## config.mk

```make
export PLATFORM = sky130hd
export DESIGN_NAME = rps_match_scorer
export DESIGN_NICKNAME = d
export VERILOG_FILES = /design/src/rtl/rps_match_scorer.sv
export SDC_FILE = /design/constraint.sdc
export NUM_CORES = 1
export LEC_CHECK = 0
export ABC_AREA = 1
export CAP_MARGIN = 20
export CORE_UTILIZATION = 53
export DETAILED_ROUTE_END_ITERATION = 6
export GPL_TIMING_DRIVEN = 0
export MAX_ROUTING_LAYER = met4
export PLACE_DENSITY = 0.84
export REMOVE_ABC_BUFFERS = 1
export SYNTH_ARGS = -nofsm -noshare
export SYNTH_HDL_FRONTEND = slang
export SYNTH_SLANG_ARGS = --single-unit
```

## constraint.sdc

```tcl
create_clock -name clk -period 3.5 [get_ports clk]
set_input_delay 0.35 -clock clk [delete_from_list [all_inputs] [get_ports clk]]
set_output_delay 0.35 -clock clk [all_outputs]
set_load 0.01 [all_outputs]
```

## src/rtl/rps_match_scorer.sv

```systemverilog
// Rock-paper-scissors match scorer. It counts round results and declares a match
// winner on reaching the first-to target or the round limit.
module rps_match_scorer #(
    parameter int MAX_ROUNDS = 9
) (
    input  logic       clk,
    input  logic       rst_n,
    input  logic       ena,
    input  logic       start,
    input  logic       clear,
    input  logic [2:0] target,
    input  logic       round_valid,
    input  logic [1:0] round_winner,
    output logic       round_ready,
    output logic [2:0] p1_score,
    output logic [2:0] p2_score,
    output logic [3:0] rounds,
    output logic [3:0] invalid_cnt,
    output logic       match_done,
    output logic [1:0] match_winner,
    output logic [1:0] state
);

    typedef enum logic [1:0] {
        S_IDLE = 2'b00,
        S_PLAY = 2'b01,
        S_DONE = 2'b10
    } state_t;

    localparam logic [3:0] MAX_R = 4'(MAX_ROUNDS);

    state_t     state_q, state_d;
    logic [2:0] p1_q, p1_d, p2_q, p2_d, tgt_q, tgt_d;
    logic [3:0] rounds_q, rounds_d, inv_q, inv_d;
    logic [1:0] win_q, win_d;

    // Candidate counter values for a valid (non-invalid) round in PLAY.
    logic [2:0] p1_nxt, p2_nxt;
    logic [3:0] rounds_nxt;

    always_comb begin
        // NOTE: every signal assigned here gets a default first, so no path can infer a latch.
        state_d    = state_q;
        p1_d       = p1_q;
        p2_d       = p2_q;
        rounds_d   = rounds_q;
        inv_d      = inv_q;
        win_d      = win_q;
        tgt_d      = tgt_q;
        p1_nxt     = p1_q + 3'(round_winner == 2'b01);
        p2_nxt     = p2_q + 3'(round_winner == 2'b10);
        rounds_nxt = rounds_q + 4'd1;

        if (clear) begin
            // Counters keep their values for inspection. The winner code is only meaningful in DONE.
            state_d = S_IDLE;
            win_d   = 2'b00;
        end else begin
            case (state_q)
                S_IDLE: begin
                    if (start) begin
                        state_d  = S_PLAY;
                        tgt_d    = (target == 3'd0) ? 3'd1 : target;
                        p1_d     = 3'd0;
                        p2_d     = 3'd0;
                        rounds_d = 4'd0;
                        inv_d    = 4'd0;
                        win_d    = 2'b00;
                    end
                end
                S_PLAY: begin
                    if (round_valid) begin
                        if (round_winner == 2'b11) begin
                            if (inv_q != 4'hF) inv_d = inv_q + 4'd1;
                        end else begin
                            // In PLAY, scores stay below target and rounds below MAX_R, so these never wrap.
                            p1_d     = p1_nxt;
                            p2_d     = p2_nxt;
                            rounds_d = rounds_nxt;
                            if (p1_nxt == tgt_q) begin
                                state_d = S_DONE;
                                win_d   = 2'b01;
                            end else if (p2_nxt == tgt_q) begin
                                state_d = S_DONE;
                                win_d   = 2'b10;
                            end else if (rounds_nxt == MAX_R) begin
                                state_d = S_DONE;
                                if (p1_nxt > p2_nxt)      win_d = 2'b01;
                                else if (p2_nxt > p1_nxt) win_d = 2'b10;
                                else                      win_d = 2'b00;
                            end
                        end
                    end
                end
                S_DONE: ;
                default: state_d = S_IDLE;
            endcase
        end
    end

    always_ff @(posedge clk) begin
        // NOTE: sequential state uses non-blocking assignments only. Reset is checked before ena so that it always wins.
        if (!rst_n) begin
            state_q  <= S_IDLE;
            p1_q     <= 3'd0;
            p2_q     <= 3'd0;
            rounds_q <= 4'd0;
            inv_q    <= 4'd0;
            win_q    <= 2'b00;
            tgt_q    <= 3'd1;
        end else if (ena) begin
            state_q  <= state_d;
            p1_q     <= p1_d;
            p2_q     <= p2_d;
            rounds_q <= rounds_d;
            inv_q    <= inv_d;
            win_q    <= win_d;
            tgt_q    <= tgt_d;
        end
    end

    assign round_ready  = (state_q == S_PLAY);
    assign match_done   = (state_q == S_DONE);
    assign state        = state_q;
    assign p1_score     = p1_q;
    assign p2_score     = p2_q;
    assign rounds       = rounds_q;
    assign invalid_cnt  = inv_q;
    assign match_winner = win_q;

endmodule

```

==> flow_summary.toml, run 1 <==
[logic_synthesis]
ys_warn_count = 0
async_reset_ff_frac = 0
synthesis.instances = 210
synth.top_cells.by_area = "dfxtp_1, nand2_1, ha_1, inv_1, a21oi_1"
synthesis.area_um2 = 1370
ys_ff_latch = 21
synth.most_common_cell = "nand2_1"
synth.distinct_cells = 24
synth_top_area_frac = 0.308
synthTopCellsByCount = "nand2_1, inv_1, nor2_1"
synth_edf_count = 0
synth_seq_area_share = 0.308
synth_ff_type = "dfxtp_1"
yosys.area.top_type = "dfxtp_1"
syn_avg_cell_area_um2 = 6.50

[worst_hold_path]
whs_endpoint = "p2_score[1]"
min-delay-start = "p2_score[1]"
holdPathStages = 2
holdCritPathClass = "reg -> reg"

[global_routing]
grt_pass1_vias = 1214
antenna_found_initial = 0
grt_usage = 0.246
overflow = 0
grt_max_degree = 21
grt_pass1_wl_um = 4930

[critical_path]
crit_chain = "clkdlybuf4s50_1, inv_1, nor2_1, ha_1, ha_1, inv_1, nand2_1, nand2_1, ha_1, nand2_1, o21ai_0, nor2_1, nand2_1, nand2_1, nor2_1, nor2_1, nor2_1"
timing.reg2reg.setup_slack_ps = 1470
crit_path_start_kind = "input pin"
reg2reg_to = "match_winner[1]"
worstPathArrival_ps = 2610
critPathKind = "in -> reg"
timing.rr.start = "p2_score[0]"
cp-end-kind = "flop"
worstPathRequired_ps = 3760
crit_path_top_delay_cell = "clkdlybuf4s50_1"
max_stage_delay_ps = 520
crit_path_max_fanout = 4
ff2ff_path_depth = 14

[routing]
wl_per_cell_um = 10.8
drt-vias-per-instance = 5.11
ant_nets = 0
first_pass_iters = 4
wirelength_um = 2940
drt_iter0_drc = 29
drc = 0
num_vias = 1385

[cts]
clock-root-buffer = "clkbuf_4"
cts_setup_buffers = 0
tritoncts = "yes"
clock_path_buffers = 2
clock_latency_ps = 310
cts.sinks = 21
clkTransAtPathRegs_ps = 120
ctsHoldBuffers = 0
cts_repair_resize_count = 0
cts_htree_levels = 1
cts_buffers = 3

[floorplanning]
io_pins = 31
die_w_um = 52.8
fp.coreArea_um2 = 2450
start_util = 0.556
rows = 18
die_area_um2 = 2780
die_h_um = 52.8

[sta]
setup_tns_ps = 0
period_share = 0.671
layout_setup_ws_ps = 1150
worstMarginPinSlew_ps = 668
hold_viol = 0
slew_viol_final = 0
clock.fmax_mhz = 426
rsz0062_at_grt = "no"
skew_ps = 7.37
fin_crit_ps = 2350
slew_headroom = 0.555
finalSetupViolCount = 0

[power_and_ir_drop]
leakage_nw = 0.759
p_per_area_nw_per_um2 = 320
peakVddDrop_mv = 0.243

[layout]
area_delta_synth_final_pct = 24.7
antennaDiodeCount = 0
drive_gt1_frac = 0.0498
final_nets = 263

[status]
status = "complete, no violations"

[placement]
portBuffers = 30
place_hpwl_um = 2290
place_worst_setup_slack_ps = 831
place_congestion = 0.845

[run]
cap_viol_max_count = 0
[cell families (layout without fill, tap and decap cells)]
| logic type | Yosys count | after routing | synth area share |
|---|---|---|---|
| simple gates | 109 | 109 | 0.340 |
| compound gates | 34 | 34 | 0.139 |
| buf+inv | 33 | 64 | 0.102 |
| flops | 21 | 21 | 0.308 |
| fa+ha+maj | 10 | 10 | 0.0917 |
| xor+xnor | 3 | 3 | 0.0193 |
[per-layer routing]
metal / vias to the layer above / routed length, um / global-route usage
li1: 737 / - / -
met1: 605 / 1460 / 0.319
met2: 38 / 1290 / 0.397
met3: 5 / 146 / 0.0261
met4: 0 / 38 / 0.0789
met5: - / 0 / -
[layout make-up]
cell class	count	area [um^2]
inverters	30	113
repair buffers	30	300
multi-input cells	156	806
fillers	222	752
flip-flops and latches	21	420
clock buffers	4	26.3
well taps	30	37.5
[registers in the layout, summed over array words and instances, names as in the netlist]
| signal | cells |
|---|---|
| tgt_q | 3 |
| p2_score | 3 |
| p1_score | 3 |
| state | 2 |
| rounds | 4 |
| match_winner | 2 |
| invalid_cnt | 4 |
[layout by cell type (no fill, tap or decap), drive strengths merged, types with 2 or more instances in the layout]
cell	n
a211oi	3
dfxtp	21
nand3b	4
clkdlybuf4s50	30
a21oi	20
clkbuf	4
nand2	59
o21ai	9
ha	10
inv	30
nor2	26
nand3	13
nor3	5
xnor2	2
[critical path, delay by kind of cell]
| kind | cells | cell delay, ps |
|---|---|---|
| AND/OR/NAND/NOR | 10 | 780 |
| adder cells (fa/ha/maj) | 3 | 690 |
| AO/OA/AOI/OAI | 1 | 140 |
| buffers and inverters | 3 | 630 |
[worst max path at each step]
stage | start | to | cells past startpoint
CTS | round_winner[1] | match_winner[1] | 17
finish | round_winner[1] | match_winner[1] | 17
global placement | round_winner[1] | match_winner[1] | 17
global route | round_winner[1] | match_winner[1] | 17
floorplan | round_winner[1] | match_winner[1] | 16
detailed placement | round_winner[1] | match_winner[1] | 17
[metrics by stage]
step	hold slack [ps]	instances	total power, mW	utilization	cell area (um^2)
2_1_floorplan	449	207	0.366	-	1340
3_3_place_gp	477	267	0.426	0.683	1680
3_5_place_dp	483	267	0.429	0.683	1680
4_1_cts	503	271	0.548	0.694	1700
5_1_grt	529	271	0.579	0.694	1700
6_report	498	271	0.546	0.694	1700
[power by group]
part / leakage (nW) / internal (mW) / switching (mW)
Clock: 0.0150 / 0.0445 / 0.0771
Sequential: 0.171 / 0.253 / 0.0148
Combinational: 0.573 / 0.0693 / 0.0869
Total: 0.759 / 0.367 / 0.179
Power figures use the tool's default switching activity.
==> run 2: changes to the inputs <==
CORE_UTILIZATION = 50   (was 53)
PLACE_DENSITY = 0.8   (was 0.84)
clock period = 2.2 ns   (was 3.5 ns; I/O delays follow)
==> flow_summary.toml, run 2 (synthesis results as in run 1) <==
[status]
status = "complete, no violations"

[global_routing]
antenna_found_initial = 0
grt_pass1_vias = 1113
grt_max_degree = 21
grt_pass1_wl_um = 4640
overflow = 0
grt_usage = 0.225

[power_and_ir_drop]
clockPowerShare = 0.221
p_switching_mw = 0.287
leakage_nw = 0.769
peakVddDrop_mv = 0.446
p_per_area_nw_per_um2 = 504
pwr-share-comb = 0.289
seqPwrFrac = 0.490
intPower_mw = 0.582
switching_share = 0.330

[floorplanning]
rows = 18
die_h_um = 54.3
start_util = 0.541
die_area_um2 = 2940
io_pins = 31
die_w_um = 54.3
fp.coreArea_um2 = 2520

[critical_path]
worstPathRequired_ps = 1980
max_stage_delay_ps = 570
crit_path_start_kind = "flop"
crit_path_top_delay_cell = "clkdlybuf4s50_1"
reg2reg_to = "match_winner[1]"
ff2ff_path_depth = 14
timing.rr.start = "p1_score[0]"
worstPathArrival_ps = 1750
critPathKind = "reg -> out"
crit_chain = "nand2_2, inv_2, clkdlybuf4s50_1"
crit_path_max_fanout = 10
cp-end-kind = "primary output"
timing.reg2reg.setup_slack_ps = 280

[worst_hold_path]
holdCritPathClass = "reg -> reg"
min-delay-start = "p2_score[0]"
holdPathStages = 2
whs_endpoint = "p2_score[0]"

[sta]
finalSetupViolCount = 0
period_share = 0.895
holdWs_ps = 486
hold_viol = 0
slew_viol_final = 0
clock.fmax_mhz = 508
worstMarginPinSlew_ps = 711
skew_ps = 2.82
slew_headroom = 0.526
fin_crit_ps = 1970

[placement]
portBuffers = 30
dpl_cell_area_um2 = 1680
place_hpwl_um = 2280
dp.cells = 267
place_congestion = 0.801

[cts]
clock-root-buffer = "clkbuf_4"
cts_buffers = 3
cts_setup_buffers = 0
tritoncts = "yes"
clkTransAtPathRegs_ps = 120
clock_path_buffers = 2
cts_htree_levels = 1
cts.sinks = 21
clock_latency_ps = 310

[layout]
final_core_util = 0.683
final_common_cell = "nand2_1"
final_area_um2 = 1720
finalNonFillerCells = 271
final-seq-area_um2 = 422
final_cell_mix = "nand2_1, clkdlybuf4s50_1, inv_1"
multiInputGateArea_um2 = 821
antennaDiodeCount = 0
fillerInstances = 233
final_nets = 263
area_delta_synth_final_pct = 26.2
drive_gt1_frac = 0.0664

[routing]
num_vias = 1379
drc = 0
wirelength_um = 2910
ant_nets = 0
drt-vias-per-instance = 5.09
wl_per_cell_um = 10.7
drt_iter0_drc = 35
first_pass_iters = 4

[run]
cap_viol_max_count = 0
## run 2: critical path, delay by kind of cell (launching register included)
kind	cells	cell delay, ps
DFF	1	490
buffers and inverters	2	780
and+or+nand+nor	1	180
## run 2: routing by layer
layer / share of wire / track usage / routed length [um] / vias up
li1: - / - / - / 740
met1: 0.50 / 0.295 / 1450 / 597
met2: 0.45 / 0.352 / 1310 / 38
met3: 0.041 / 0.0250 / 118 / 4
met4: 0.013 / 0.0897 / 38 / 0
met5: 0 / - / 0 / -
## run 2: layout make-up
class,instances,share of cell area
clock buffers,3,0.0131
inverters,30,0.0654
repair buffers,30,0.176
flip-flops and latches,21,0.245
well taps,30,0.0218
multi-input cells,156,0.476
clock inverters,1,0.00290
## run 2: power groups by stage
stage	logic (mW)	registers, mW	clock network [mW]
CTS	0.249	0.425	0.196
detailed placement	0.249	0.434	0
finish	0.251	0.425	0.192
floorplan	0.144	0.439	0
global placement	0.246	0.433	0
global route	0.286	0.430	0.212
## run 2: metrics by stage
step | setup WS, ps | setup TNS [ps] | power (mW)
after floorplan | 373 | 0 | 0.583
after global placement | -361 | -784 | 0.679
after detailed placement | -360 | -869 | 0.683
after CTS | 31.7 | 0 | 0.870
after global routing | -4.52 | -4.52 | 0.928
final | 231 | 0 | 0.868
## run 2: how the worst max path moves through the flow
stage | start | to | slack [ps]
3_3_place_gp | round_winner[1] | match_winner[1] | -360
5_1_grt | p1_score[0] | match_winner[1] | -5
3_5_place_dp | round_winner[1] | match_winner[1] | -360
6_report | state[0] | round_ready | 230
4_1_cts | round_winner[0] | match_winner[1] | 30
2_1_floorplan | p2_score[0] | match_winner[1] | 370
## run 2: repair_timing
| action | 4_1_cts | 5_1_grt |
|---|---|---|
| gates resized for setup | 1 | 6 |
| hold buffers | 0 | 0 |
| setup endpoints to repair | 1 | 3 |
